**src/rtl/keypad_scan_if.sv**
```systemverilog
// Keypad pins plus key report: the scan controller is the master,
// the pad/consumer side is the slave.
interface keypad_scan_if;
   logic [3:0] rows;
   logic [3:0] cols;
   logic [1:0] col_idx;
   logic [3:0] key_code;
   logic       key_valid;
   logic       key_held;

   modport master (
      input  rows,
      output cols, col_idx, key_code, key_valid, key_held
   );

   modport slave (
      output rows,
      input  cols, col_idx, key_code, key_valid, key_held
   );
endinterface

```
**src/rtl/keypad_scan_ctrl.sv**
```systemverilog
// 4x4 keypad scan controller: strobes columns, synchronises/debounces rows, reports one code per press.
// Optional auto-repeat while a key is held is enabled by defining KEY_REPEAT_EN.
//
// state    | meaning
// SCAN     | strobing columns, rows sampled at the end of each column slot
// DEBOUNCE | candidate row latched, column frozen, waiting for a stable press
// HELD     | key accepted, waiting for the latched row to go high
// RELEASE  | latched row high, waiting for a stable release
module keypad_scan_ctrl #(
   parameter int SCAN_DIV     = 16,
   parameter int DEBOUNCE_CNT = 1000
`ifdef KEY_REPEAT_EN
   ,
   parameter int REPEAT_CNT   = 50000
`endif
) (
   input logic           clock,
   input logic           reset,
   keypad_scan_if.master kp
);

   localparam int DIV_W = $clog2(SCAN_DIV);
   localparam int DEB_W = $clog2(DEBOUNCE_CNT);
   localparam logic [DIV_W-1:0] DIV_LAST = DIV_W'(SCAN_DIV - 1);
   localparam logic [DEB_W-1:0] DEB_LAST = DEB_W'(DEBOUNCE_CNT - 1);
   // The HELD edge that sees the row high is the first of the release samples.
   localparam logic [DEB_W-1:0] REL_LAST = DEB_W'(DEBOUNCE_CNT - 2);

   typedef enum logic [1:0] {SCAN, DEBOUNCE, HELD, RELEASE} state_t;

   state_t           state;
   logic [3:0]       rows_m;
   logic [3:0]       rows_s;
   logic [3:0]       cols;
   logic [1:0]       col_idx;
   logic [1:0]       row_sel;
   logic [3:0]       key_code;
   logic             key_valid;
   logic             key_held;
   logic [DIV_W-1:0] div;
   logic [DEB_W-1:0] deb;

`ifdef KEY_REPEAT_EN
   localparam int REP_W = $clog2(REPEAT_CNT);
   localparam logic [REP_W-1:0] REP_LAST = REP_W'(REPEAT_CNT - 1);
   logic [REP_W-1:0] rep;
`endif

   logic       row_bit;
   logic [1:0] col_nx;
   logic [3:0] cols_nx;
   logic [1:0] first_low;

   always_comb begin
      row_bit = rows_s[row_sel];
      col_nx  = col_idx + 2'd1;
      cols_nx = ~(4'b0001 << col_nx);
      if (!rows_s[0])      first_low = 2'd0;
      else if (!rows_s[1]) first_low = 2'd1;
      else if (!rows_s[2]) first_low = 2'd2;
      else                 first_low = 2'd3;
   end

   always_ff @(posedge clock) begin
      if (reset) begin
         state     <= SCAN;
         rows_m    <= 4'hF;
         rows_s    <= 4'hF;
         col_idx   <= 2'd0;
         cols      <= 4'b1110;
         row_sel   <= 2'd0;
         key_code  <= 4'd0;
         key_valid <= 1'b0;
         key_held  <= 1'b0;
         div       <= '0;
         deb       <= '0;
`ifdef KEY_REPEAT_EN
         rep       <= '0;
`endif
      end else begin
         rows_m    <= kp.rows;
         rows_s    <= rows_m;
         key_valid <= 1'b0;
         case (state)
            SCAN: begin
               if (div == DIV_LAST) begin
                  div <= '0;
                  if (rows_s == 4'hF) begin
                     col_idx <= col_nx;
                     cols    <= cols_nx;
                  end else begin
                     row_sel <= first_low;
                     deb     <= '0;
                     state   <= DEBOUNCE;
                  end
               end else begin
                  div <= div + 1'b1;
               end
            end
            DEBOUNCE: begin
               if (row_bit) begin
                  col_idx <= col_nx;
                  cols    <= cols_nx;
                  div     <= '0;
                  state   <= SCAN;
               end else if (deb == DEB_LAST) begin
                  // Code = row*4 + col + 1, so row3/col3 wraps to 0.
                  key_code  <= {row_sel, col_idx} + 4'd1;
                  key_valid <= 1'b1;
                  key_held  <= 1'b1;
                  state     <= HELD;
`ifdef KEY_REPEAT_EN
                  rep       <= '0;
`endif
               end else begin
                  deb <= deb + 1'b1;
               end
            end
            HELD: begin
               if (row_bit) begin
                  deb   <= '0;
                  state <= RELEASE;
`ifdef KEY_REPEAT_EN
                  rep   <= '0;
               end else if (rep == REP_LAST) begin
                  key_valid <= 1'b1;
                  rep       <= '0;
               end else begin
                  rep <= rep + 1'b1;
`endif
               end
            end
            RELEASE: begin
               if (!row_bit) begin
                  deb   <= '0;
                  state <= HELD;
               end else if (deb == REL_LAST) begin
                  key_held <= 1'b0;
                  col_idx  <= col_nx;
                  cols     <= cols_nx;
                  div      <= '0;
                  state    <= SCAN;
               end else begin
                  deb <= deb + 1'b1;
               end
            end
            default: state <= SCAN;
         endcase
      end
   end

   assign kp.cols      = cols;
   assign kp.col_idx   = col_idx;
   assign kp.key_code  = key_code;
   assign kp.key_valid = key_valid;
   assign kp.key_held  = key_held;

endmodule

```
**src/flat_wrapper.sv**
```systemverilog
// flat-port wrapper written by rule: the top's interface ports become plain ports
module keypad_scan_ctrl_flat 
#(
   parameter int SCAN_DIV     = 16,
   parameter int DEBOUNCE_CNT = 1000

)
  (clock, reset, kp_rows, kp_cols, kp_col_idx, kp_key_code, kp_key_valid, kp_key_held);
  keypad_scan_if kp_i ();
  input logic clock;
  input logic reset;
  input wire logic [$bits(kp_i.rows)-1:0] kp_rows;
  output wire logic [$bits(kp_i.cols)-1:0] kp_cols;
  output wire logic [$bits(kp_i.col_idx)-1:0] kp_col_idx;
  output wire logic [$bits(kp_i.key_code)-1:0] kp_key_code;
  output wire logic [$bits(kp_i.key_valid)-1:0] kp_key_valid;
  output wire logic [$bits(kp_i.key_held)-1:0] kp_key_held;
  assign kp_i.rows = kp_rows;
  assign kp_cols = kp_i.cols;
  assign kp_col_idx = kp_i.col_idx;
  assign kp_key_code = kp_i.key_code;
  assign kp_key_valid = kp_i.key_valid;
  assign kp_key_held = kp_i.key_held;
  keypad_scan_ctrl #(.SCAN_DIV(SCAN_DIV), .DEBOUNCE_CNT(DEBOUNCE_CNT)) u_core (.clock(clock), .reset(reset), .kp(kp_i));
endmodule
```
**config.mk**
```make
export PLATFORM = sky130hd
export DESIGN_NAME = keypad_scan_ctrl_flat
export DESIGN_NICKNAME = d
export VERILOG_FILES = /design/src/rtl/keypad_scan_if.sv /design/src/rtl/keypad_scan_ctrl.sv /design/src/flat_wrapper.sv
export SDC_FILE = /design/constraint.sdc
export NUM_CORES = 1
export LEC_CHECK = 0
export CORE_ASPECT_RATIO = 0.75
export CORE_MARGIN = 5
export CORE_UTILIZATION = 40
export DETAILED_ROUTE_END_ITERATION = 16
export GPL_TIMING_DRIVEN = 0
export PLACE_DENSITY = 0.69
export SETUP_SLACK_MARGIN = 0.15
export SLEW_MARGIN = 10
export SYNTH_ARGS = -nofsm -noshare
export SYNTH_HDL_FRONTEND = slang
export SYNTH_SLANG_ARGS = --single-unit
```
**constraint.sdc**
```tcl
create_clock -name clock -period 1.85 [get_ports clock]
set_clock_uncertainty 0.05 [all_clocks]
set_input_delay 0.2775 -clock clock [delete_from_list [all_inputs] [get_ports clock]]
set_output_delay 0.2775 -clock clock [all_outputs]
set_load 0.01 [all_outputs]
```
==> run summary, run 1 <==
====================================================================================
Number of buffers on the longest clock path ...........................            2
Storage cell area .....................................................      769 µm²
Antenna violations before repair ......................................            0
Maximum achievable frequency ..........................................    0.524 GHz
Maximum number of pins on one net before global-route repair ..........           13
Final critical delay including setup and external delays ..............      1.91 ns
Worst endpoint required time ..........................................      2.03 ns
Top area cells in the synthesized netlist ............................. dfxtp_1 (42%), ha_1 (5.5%), or2_2 (4.5%)
Layout overhead on the synthesized area ...............................        33.9%
Number of DRC violations after detailed routing .......................            0
Fraction of the cycle the final worst path needs ......................         103%
Weighted congestion at the end of routability-driven global placement .        0.794
Cell family with the largest share of critical-path delay ............. multiplexers
Most common cell in the synthesized netlist ...........................      dfxtp_1
Port Buf Inserts ......................................................           17
Diode count ...........................................................            0
Proportion of synthesized flip-flops having asynchronous set or reset .           0%
Register clock-pin slew on the reported worst setup and hold paths ....      0.08 ns
Crit path buf inv count ...............................................            2
Worst R2R Setup Slack .................................................     -0.06 ns
Share of post-route cells with drive strength above 1 .................        33.1%
Number of instances in the synthesized netlist ........................          199
Die Span X ............................................................      87.9 µm
Slew at the pin closest to its max-slew limit .........................     0.576 ns
Summed instance area of the synthesized netlist .......................     1820 µm²
Via count of the first global-routing pass ............................         1491
Fillers ...............................................................          388
Result of the run ..................................................... finished, violations left
Type of destination of the critical path ..............................     register
Final worst slack .....................................................   -0.0578 ns
Die ar. ...............................................................     6020 µm²
Aggregate routed wire length ..........................................      4290 µm
Detailed Place HPWL ...................................................      2720 µm
Kind of start point of the critical path ..............................     register
Standard-cell row count ...............................................           21
Number of warnings reported in the yosys synthesis log ................            0
Routed Antenna Nets ...................................................            0
Number of flops mapped to enable cells by yosys .......................            0
Number of buffers inserted for hold repair after clock tree synthesis .            0
Timing startpoint of the critical path ................................ u_core.row_sel[0]
Syn Nets ..............................................................          213
RR Endpoint ........................................................... u_core.deb[8]
Worst min path class .................................................. register to register
Final setup violation count ...........................................           10
Cell occurring most often along the worst timing path .................        buf_6
Setup tns final .......................................................    -0.237 ns
Area of the multi-input gates .........................................     1120 µm²
Ranking of synthesized cells by instance count ........................ dfxtp_1 (38), a21oi_1 (16), nor2_1 (15)
Effective utilization at floorplan ....................................        41.0%
Worst max-slew margin expressed relative to the limit .................        61.6%
Data arrival at the endpoint of the critical path .....................      2.09 ns
Core footprint ........................................................     4440 µm²
Iteration count of the initial detailed-routing pass ..................            4
Number of hold violations in the final report .........................            0
Buffer type at the clock tree root ....................................     clkbuf_8
Most common flop cell mapped by yosys .................................      dfxtp_1
Origin of the critical flop-to-flop path .............................. u_core.row_sel[0]
Latest clock arrival within the worst-skew pair .......................      0.29 ns
Sink Count ............................................................           38
Cell count along the critical path ....................................            7
GR Util All Layers ....................................................        15.1%
Termination of the worst setup path ................................... u_core.deb[8]
Leak Pwr ..............................................................     0.886 nW
Largest fanout on the critical path ...................................            6
Num CTS Buffers .......................................................            5
Failing checks ........................................................ negative setup slack
Kind of critical path ................................................. register to register
Share of the synthesized area in the top cell type ....................        41.8%
Final hold slack ......................................................     0.364 ns
Fraction of the yosys area taken by sequential cells ..................        41.8%
VDD IR max ............................................................   0.000586 V
Routed via count divided by cell count ................................         5.34
Die height ............................................................      68.4 µm
Number of maximum-capacitance violations ..............................            0
Number of synthesized register bits ...................................           38
Maximum level of the CTS H-tree .......................................            2
Register-to-Register Path Depth .......................................            7
Top-Level Pins ........................................................           18
Remaining global-route overflow .......................................            0
RSZ-0062 raised after global routing ..................................         true
Cell at the slowest stage of the critical path ........................       mux4_2
Critical Path, Cell by Cell ........................................... buf_6 > mux4_2 > nand2_4 > o2bb2ai_4 > buf_6 > or3_1 > a21oi_1
DR vias ...............................................................         1580
Average routed wire per standard cell .................................      14.5 µm
CTS tree ..............................................................          yes
Mean cell area of the mapped netlist ..................................     9.15 µm²
Max-slew violation count ..............................................            0
Count of cell types in the netlist ....................................           41
Largest incremental delay on the critical path ........................      0.58 ns
Final layout net count ................................................          252
Most area-hungry cell type in the Yosys netlist .......................      dfxtp_1
Power per standard cell area ..........................................   654 nW/µm²
Global-route wire length before repair ................................      7110 µm
First DRT Iteration DRCs ..............................................           72
====================================================================================
per-layer routing:
layer	wire, µm	GRT usage (%)	part of all wire [%]	up-vias
met5	0	0	0	-
met3	160	3.85	3.7	6
li1	-	-	-	792
met1	2160	20.5	50	756
met2	1920	23.6	45	26
met4	46	4.98	1.1	0
layout make-up:
type / instances / area share [%]
Sequential cell: 38 / 31.6
Buffer: 8 / 2.77
Multi-Input combinational cell: 146 / 46.1
Inverter: 8 / 1.23
Timing Repair Buffer: 31 / 11.5
Tap cell: 57 / 2.92
Clock buffer: 6 / 3.39
Clock inverter: 2 / 0.513
repair_timing:
item | in CTS | in global routing
resized for setup | 20 | 16
endpoints found under the setup margin | 25 | 33
setup buffers | 10 | 3
pin swaps | 12 | 8
cloned | 1 | 1
registers in the layout, indices dropped and copies added, names as in the netlist, named ones only:
signal and flops:
u_core.deb 10, u_core.div 4, u_core.kp.cols 4, u_core.kp.key_code 4, u_core.rows_m 4, u_core.rows_s 4, u_core.kp.col_idx 2, u_core.row_sel 2
u_core.kp.key_held 1, u_core.kp.key_valid 1, u_core.state 1
cells in the final DEF (no fill, tap or decap), types with 2 or more instances in the layout:
cell and count:
xnor2_1 3, or3_1 7, o21ai_1 3, clkbuf_8 7
buf_4 12, o31ai_2 2, a31oi_4 2, nand3_1 7
ha_1 6, a211oi_1 2, clkdlybuf4s50_1 17, and2b_2 2
a21oi_2 3, inv_1 8, dfxtp_1 31, nand2_1 13
a31oi_1 5, nor2_1 14, or4_1 2, o21ai_0 7
nor3_1 6, a21oi_1 12, mux2i_1 5, or2_2 12
clkbuf_1 2, and3_1 2, nand4_1 3, dfxtp_2 7
o2bb2ai_4 2, nor3_2 2, buf_6 5
per-stage QoR:
stage	total power [mW]	cells	setup WS (ns)	utilization (%)	instance area, µm²
final	1.60	296	-0.0578	54.9	2440
after CTS	1.59	292	-0.0836	53.4	2370
after global placement	0.964	273	-0.143	46.8	2080
after global routing	1.65	296	-0.152	54.9	2440
after floorplan	0.934	199	0.0240	-	1840
after detailed placement	0.967	273	-0.173	46.8	2080
where the power goes:
part	switching, mW	leakage [nW]	internal [mW]
sequential	0.0175	0.312	0.838
combinational	0.0654	0.527	0.0628
clock	0.312	0.0472	0.300
total	0.395	0.886	1.20
worst min path at each step:
stage	slack (ns)	depth (start not counted)	to	startpoint
2_1_floorplan	0.33	1	u_core.rows_m[0]	kp_rows[0]
4_1_cts	0.37	1	u_core.rows_s[3]	u_core.rows_m[3]
6_report	0.36	1	u_core.rows_s[3]	u_core.rows_m[3]
3_3_place_gp	0.34	1	u_core.rows_s[1]	u_core.rows_m[1]
3_5_place_dp	0.35	1	u_core.rows_s[0]	u_core.rows_m[0]
5_1_grt	0.37	1	u_core.rows_s[0]	u_core.rows_m[0]
cell families after synthesis:
logic type,share of synthesized area [%]
buffers and inverters,4.74
adder cells (fa/ha/maj),5.49
flip-flops,41.8
AO/OA/AOI/OAI,17.5
XOR/XNOR,1.92
AND/OR/NAND/NOR,24.0
multiplexers,4.60
No activity file was read; power rests on OpenSTA's default activity.
==> run 2: changes to the inputs <==
--- a/config.mk
+++ b/config.mk
@@ -5,6 +5,7 @@
 export SDC_FILE = /design/constraint.sdc
 export NUM_CORES = 1
 export LEC_CHECK = 0
+export ABC_CLOCK_PERIOD_IN_PS = 1850
 export CORE_ASPECT_RATIO = 0.75
 export CORE_MARGIN = 5
 export CORE_UTILIZATION = 40
@@ -12,6 +13,7 @@
 export GPL_TIMING_DRIVEN = 0
 export PLACE_DENSITY = 0.69
 export SETUP_SLACK_MARGIN = 0.15
+export SKIP_CTS_REPAIR_TIMING = 1
 export SLEW_MARGIN = 10
 export SYNTH_ARGS = -nofsm -noshare
 export SYNTH_HDL_FRONTEND = slang
==> run 2 against run 1 <==
- the run still ends with negative setup slack left
- first-iteration DRC count up 40%
- fmax fell by 3.2%
- register-to-register slack worse by 0.06 ns
- critical path depth unchanged
- non-clock buffer count decreased by 4
- sequential cell count is the same
- worst hold slack hardly changed
==> run summary, run 2 (synthesis results as in run 1) <==
====================================================================================
Most common cell after layout, fill and taps aside ....................      dfxtp_1
Number of hold violations in the final report .........................            0
Num CTS Buffers .......................................................            5
Sw Share ..............................................................        24.0%
Switching pwr .........................................................     0.376 mW
Maximum level of the CTS H-tree .......................................            2
Worst Hold End ........................................................ u_core.rows_s[3]
Cell family with the largest share of critical-path delay ............. compound AO/OA/AOI/OAI gates
Detailed Place HPWL ...................................................      2720 µm
Largest fanout on the critical path ...................................            5
Routed Antenna Nets ...................................................            0
Cell at the slowest stage of the critical path ........................       o32a_4
Global-route wire length before repair ................................      6380 µm
Slew at the pin closest to its max-slew limit .........................     0.507 ns
Layout overhead on the synthesized area ...............................        29.4%
Weighted congestion at the end of routability-driven global placement .        0.794
Data arrival at the endpoint of the critical path .....................      2.14 ns
First DRT Iteration DRCs ..............................................          101
Maximum achievable frequency ..........................................    0.507 GHz
Final setup violation count ...........................................           18
Fraction of the cycle the final worst path needs ......................         107%
GR Util All Layers ....................................................        13.6%
Number of DRC violations after detailed routing .......................            0
Routed via count divided by cell count ................................         5.42
Leak Pwr ..............................................................     0.866 nW
Top-Level Pins ........................................................           18
Worst R2R Setup Slack .................................................     -0.12 ns
CTS tree ..............................................................          yes
Failing checks ........................................................ negative setup slack
Worst endpoint required time ..........................................      2.02 ns
Maximum number of pins on one net before global-route repair ..........           13
Die ar. ...............................................................     6020 µm²
Hold Path Cell Cnt ....................................................            1
Origin of the critical flop-to-flop path .............................. u_core.div[1]
Number of maximum-capacitance violations ..............................            0
Result of the run ..................................................... finished, violations left
Worst max-slew margin expressed relative to the limit .................        66.2%
Die height ............................................................      68.4 µm
Final layout net count ................................................          248
Type of destination of the critical path ..............................     register
Final hold slack ......................................................     0.364 ns
Antenna violations before repair ......................................            0
Register-to-Register Path Depth .......................................            7
Final critical delay including setup and external delays ..............      1.97 ns
Largest incremental delay on the critical path ........................      0.39 ns
Iteration count of the initial detailed-routing pass ..................            4
Diode count ...........................................................            0
RSZ-0062 raised after global routing ..................................         true
Largest register by flop count ........................................   u_core.deb
Standard-cell row count ...............................................           21
Aggregate routed wire length ..........................................      4180 µm
Kind of critical path ................................................. register to register
Launch instance of the worst min-delay path ........................... u_core.rows_m[3]
Register clock-pin slew on the reported worst setup and hold paths ....      0.08 ns
Number of buffers on the longest clock path ...........................            2
Remaining global-route overflow .......................................            0
Final worst slack .....................................................    -0.121 ns
Internal power ........................................................      1.19 mW
Crit path buf inv count ...............................................            1
Worst min path class .................................................. register to register
Kind of start point of the critical path ..............................     register
DR vias ...............................................................         1582
Power, Total ..........................................................      1.57 mW
Sink Count ............................................................           38
Latest clock arrival within the worst-skew pair .......................      0.29 ns
Buffer type at the clock tree root ....................................     clkbuf_8
VDD IR max ............................................................   0.000526 V
Power per standard cell area ..........................................   665 nW/µm²
Port Buf Inserts ......................................................           17
Critical Path, Cell by Cell ........................................... ha_2 > nand3_2 > o32a_4 > o2bb2ai_4 > buf_6 > or3_1 > a21oi_1
Average routed wire per standard cell .................................      14.3 µm
Die Span X ............................................................      87.9 µm
Clock share of power ..................................................        38.4%
Via count of the first global-routing pass ............................         1374
RR Endpoint ........................................................... u_core.deb[8]
Max-slew violation count ..............................................            0
Commonest cells after routing, fill and taps aside .................... dfxtp_1 (34), clkdlybuf4s50_1 (17), nor2_1 (14), nand2_1 (13), a21oi_1 (12)
Max FFs per register ..................................................           10
Sequential share of power .............................................        54.5%
Combinational share of power ..........................................         7.2%
Core footprint ........................................................     4440 µm²
Share of post-route cells with drive strength above 1 .................        28.5%
Effective utilization at floorplan ....................................        41.0%
====================================================================================
run 2: cell types whose count changed in the layout (fill, tap and decap cells not counted), sizes merged:
cell,before,now
buf,18,15
clkbuf,10,9
run 2: layout make-up:
| class | count | area [µm²] |
|---|---|---|
| Multi-Input combinational cell | 146 | 1070 |
| Clock inverter | 2 | 12.5 |
| Inverter | 8 | 30.0 |
| Timing Repair Buffer | 27 | 259 |
| Buffer | 8 | 68.8 |
| Tap cell | 57 | 71.3 |
| Fill cell | 391 | 2080 |
| Sequential cell | 38 | 766 |
| Clock buffer | 6 | 82.6 |
run 2: power groups by stage:
stage | clock [mW] | sequential (mW) | combinational, mW
floorplan | 0 | 0.868 | 0.0667
finish | 0.601 | 0.854 | 0.112
global placement | 0 | 0.870 | 0.0940
detailed placement | 0 | 0.871 | 0.0965
global route | 0.649 | 0.856 | 0.124
CTS | 0.615 | 0.851 | 0.0979
run 2: how the worst max path moves through the flow:
| stage | from | end | slack (ns) | cells past startpoint |
|---|---|---|---|---|
| detailed placement | u_core.div[0] | u_core.deb[8] | -0.17 | 7 |
| global route | u_core.row_sel[0] | u_core.state[0] | -0.21 | 7 |
| CTS | u_core.div[0] | u_core.deb[8] | -0.19 | 7 |
| global placement | u_core.div[0] | u_core.deb[8] | -0.14 | 7 |
| finish | u_core.div[1] | u_core.deb[8] | -0.12 | 7 |
| floorplan | u_core.row_sel[0] | u_core.deb[8] | 0.02 | 7 |
run 2: worst register-to-register path, cell delays in order, from the launching register on:
cell,delay (ns)
dfxtp_1,0.37
ha_2,0.21
nand3_2,0.13
o32a_4,0.39
o2bb2ai_4,0.18
buf_6,0.14
or3_1,0.30
a21oi_1,0.14
run 2: through the flow:
step / instances / utilization [%] / area (µm²) / setup WS, ns / setup TNS [ns]
final: 292 / 53.1 / 2360 / -0.121 / -1.36
after global routing: 292 / 53.1 / 2360 / -0.206 / -3.12
after CTS: 281 / 48.9 / 2170 / -0.189 / -1.28
after detailed placement: 273 / 46.8 / 2080 / -0.173 / -1.93
after global placement: 273 / 46.8 / 2080 / -0.143 / -1.20
after floorplan: 199 / - / 1840 / 0.0240 / 0
run 2: routing by layer:
| layer | share of wire (%) | vias up | track usage [%] |
|---|---|---|---|
| met5 | 0 | - | 0 |
| met2 | 46 | 30 | 20.7 |
| met1 | 49 | 767 | 18.3 |
| met3 | 4.2 | 3 | 3.85 |
| li1 | - | 782 | - |
| met4 | 0.57 | 0 | 4.98 |
==> run 3: changes to the inputs <==
==> constraint.sdc (replaced) <==
create_clock -name clock -period 1.85 [get_ports clock]
set_clock_uncertainty 0.05 [all_clocks]
set_input_delay 0.2775 -clock clock [delete_from_list [all_inputs] [get_ports clock]]
set_output_delay 0.2775 -clock clock [all_outputs]
set_load 0.02 [all_outputs]
==> run 3 against run 2 <==
- the flow still finishes with violations (negative setup slack)
- critical path depth is the same
- via count shrank 0.44%
- total power grew 0.12%
- non-clock buffer count is the same
- worst setup slack gained 0.0035 ns
- clock power is essentially flat
- sequential power is essentially flat
- utilization grew 0.084 points
- routed wire length grew 0.43%
- sequential cell count is the same
- fmax grew 0.18%
- critical endpoint is now u_core.state[0]
- largest cell class unchanged
==> run summary, run 3 (synthesis results as in run 1) <==
====================================================================================
Average routed wire per standard cell .................................      14.4 µm
Type of destination of the critical path ..............................     register
Worst R2R Setup Slack .................................................     -0.12 ns
Timing startpoint of the critical path ................................ u_core.row_sel[0]
Most common cell after layout, fill and taps aside ....................      dfxtp_1
Worst endpoint required time ..........................................      1.99 ns
Leak Pwr ..............................................................     0.903 nW
Hold Path Cell Cnt ....................................................            1
Iteration count of the initial detailed-routing pass ..................            4
CTS tree ..............................................................          yes
VDD IR max ............................................................   0.000525 V
Routed Antenna Nets ...................................................            0
Buffer type at the clock tree root ....................................     clkbuf_8
Maximum number of pins on one net before global-route repair ..........           13
Largest register by flop count ........................................   u_core.deb
First DRT Iteration DRCs ..............................................           93
Fraction of the cycle the final worst path needs ......................         106%
Die Span X ............................................................      87.9 µm
Port Buf Inserts ......................................................           17
Sink Count ............................................................           38
Maximum level of the CTS H-tree .......................................            2
Origin of the critical flop-to-flop path .............................. u_core.row_sel[0]
Max FFs per register ..................................................           10
Cell area after layout ................................................     2360 µm²
Global-route wire length before repair ................................      6380 µm
Core footprint ........................................................     4440 µm²
Commonest cells after routing, fill and taps aside .................... dfxtp_1 (35), clkdlybuf4s50_1 (15), nor2_1 (14), nand2_1 (13), a21oi_1 (12)
Termination of the worst setup path ................................... u_core.state[0]
Antenna violations before repair ......................................            0
Worst max-slew margin expressed relative to the limit .................        64.8%
Standard-cell row count ...............................................           21
Die height ............................................................      68.4 µm
RR Endpoint ........................................................... u_core.state[0]
Detailed Place HPWL ...................................................      2720 µm
Num CTS Buffers .......................................................            5
DR vias ...............................................................         1575
Diode count ...........................................................            0
Maximum achievable frequency ..........................................    0.508 GHz
Effective utilization at floorplan ....................................        41.0%
Kind of start point of the critical path ..............................     register
Number of hold violations in the final report .........................            0
Kind of critical path ................................................. register to register
Detailed-route wire length on metal 1 .................................      2050 µm
Placed instance area ..................................................     2080 µm²
RSZ-0062 raised after global routing ..................................         true
Weighted congestion at the end of routability-driven global placement .        0.794
Amount of wire on met3 after detailed routing .........................       233 µm
Largest fanout on the critical path ...................................            6
Final worst slack .....................................................    -0.118 ns
Failing checks ........................................................ negative setup slack
Worst min path class .................................................. register to register
GR Util All Layers ....................................................        13.6%
Aggregate routed wire length ..........................................      4190 µm
Final setup violation count ...........................................           19
Share of post-route cells with drive strength above 1 .................        28.1%
Remaining global-route overflow .......................................            0
Sum of met2 wire segment lengths after detailed routing ...............      1860 µm
Max-slew violation count ..............................................            0
Register clock-pin slew on the reported worst setup and hold paths ....      0.08 ns
Top-Level Pins ........................................................           18
Max Used Layer ........................................................         met4
Die ar. ...............................................................     6020 µm²
Number of buffers on the longest clock path ...........................            2
Power per standard cell area ..........................................   665 nW/µm²
Pre-CTS WS ............................................................    -0.173 ns
Routed via count divided by cell count ................................         5.39
Result of the run ..................................................... finished, violations left
Latest clock arrival within the worst-skew pair .......................      0.29 ns
Final layout net count ................................................          248
Final critical delay including setup and external delays ..............      1.97 ns
Register-to-Register Path Depth .......................................            7
Number of maximum-capacitance violations ..............................            0
Via count of the first global-routing pass ............................         1374
Data arrival at the endpoint of the critical path .....................      2.11 ns
Number of DRC violations after detailed routing .......................            0
Slew at the pin closest to its max-slew limit .........................     0.528 ns
Layout overhead on the synthesized area ...............................        29.6%
====================================================================================
run 3: cell types whose count changed in the layout (fill, tap and decap cells not counted), sizes merged:
cell           previous run  this run
clkdlybuf4s50            17        15
dlymetal6s2s              0         2
run 3: worst max-delay path, stage by stage, from the launching register on:
cell	delay (ns)
dfxtp_2	0.33
buf_6	0.11
mux4_2	0.58
buf_6	0.16
a31o_4	0.21
nor2_2	0.11
a31oi_1	0.06
a221oi_1	0.27
run 3: area by class of cell:
type,instances,area [µm²]
Buffer,8,68.8
Clock buffer,6,82.6
Clock inverter,2,12.5
Fill cell,390,2080
Inverter,8,30.0
Multi-Input combinational cell,146,1070
Sequential cell,38,764
Tap cell,57,71.3
Timing Repair Buffer,27,264
run 3: worst min path at each step:
stage	startpoint	end	slack [ns]
after floorplan	kp_rows[0]	u_core.rows_m[0]	0.33
after global placement	u_core.rows_m[1]	u_core.rows_s[1]	0.34
after detailed placement	u_core.rows_m[0]	u_core.rows_s[0]	0.35
after CTS	u_core.rows_m[3]	u_core.rows_s[3]	0.37
after global routing	u_core.rows_m[0]	u_core.rows_s[0]	0.37
final	u_core.rows_m[3]	u_core.rows_s[3]	0.36
run 3: where the power goes:
| part | leakage [nW] | internal (mW) | switching [mW] |
|---|---|---|---|
| Clock | 0.0472 | 0.300 | 0.302 |
| Sequential | 0.310 | 0.837 | 0.0163 |
| Combinational | 0.545 | 0.0540 | 0.0595 |
| Total | 0.903 | 1.19 | 0.378 |
run 3: layer usage:
layer	track usage (%)	vias up
met5	0	-
met4	4.98	0
met3	3.85	5
met2	20.7	35
met1	18.3	754
li1	-	781
run 3: metrics by stage:
| step | utilization (%) | hold slack (ns) | cells | power, mW | TNS [ns] |
|---|---|---|---|---|---|
| floorplan | - | 0.331 | 199 | 0.935 | 0 |
| global placement | 46.8 | 0.342 | 273 | 0.965 | -1.20 |
| detailed placement | 46.8 | 0.348 | 273 | 0.968 | -1.93 |
| CTS | 48.9 | 0.369 | 281 | 1.56 | -1.28 |
| global route | 53.2 | 0.374 | 292 | 1.63 | -3.12 |
| finish | 53.2 | 0.364 | 292 | 1.57 | -1.38 |
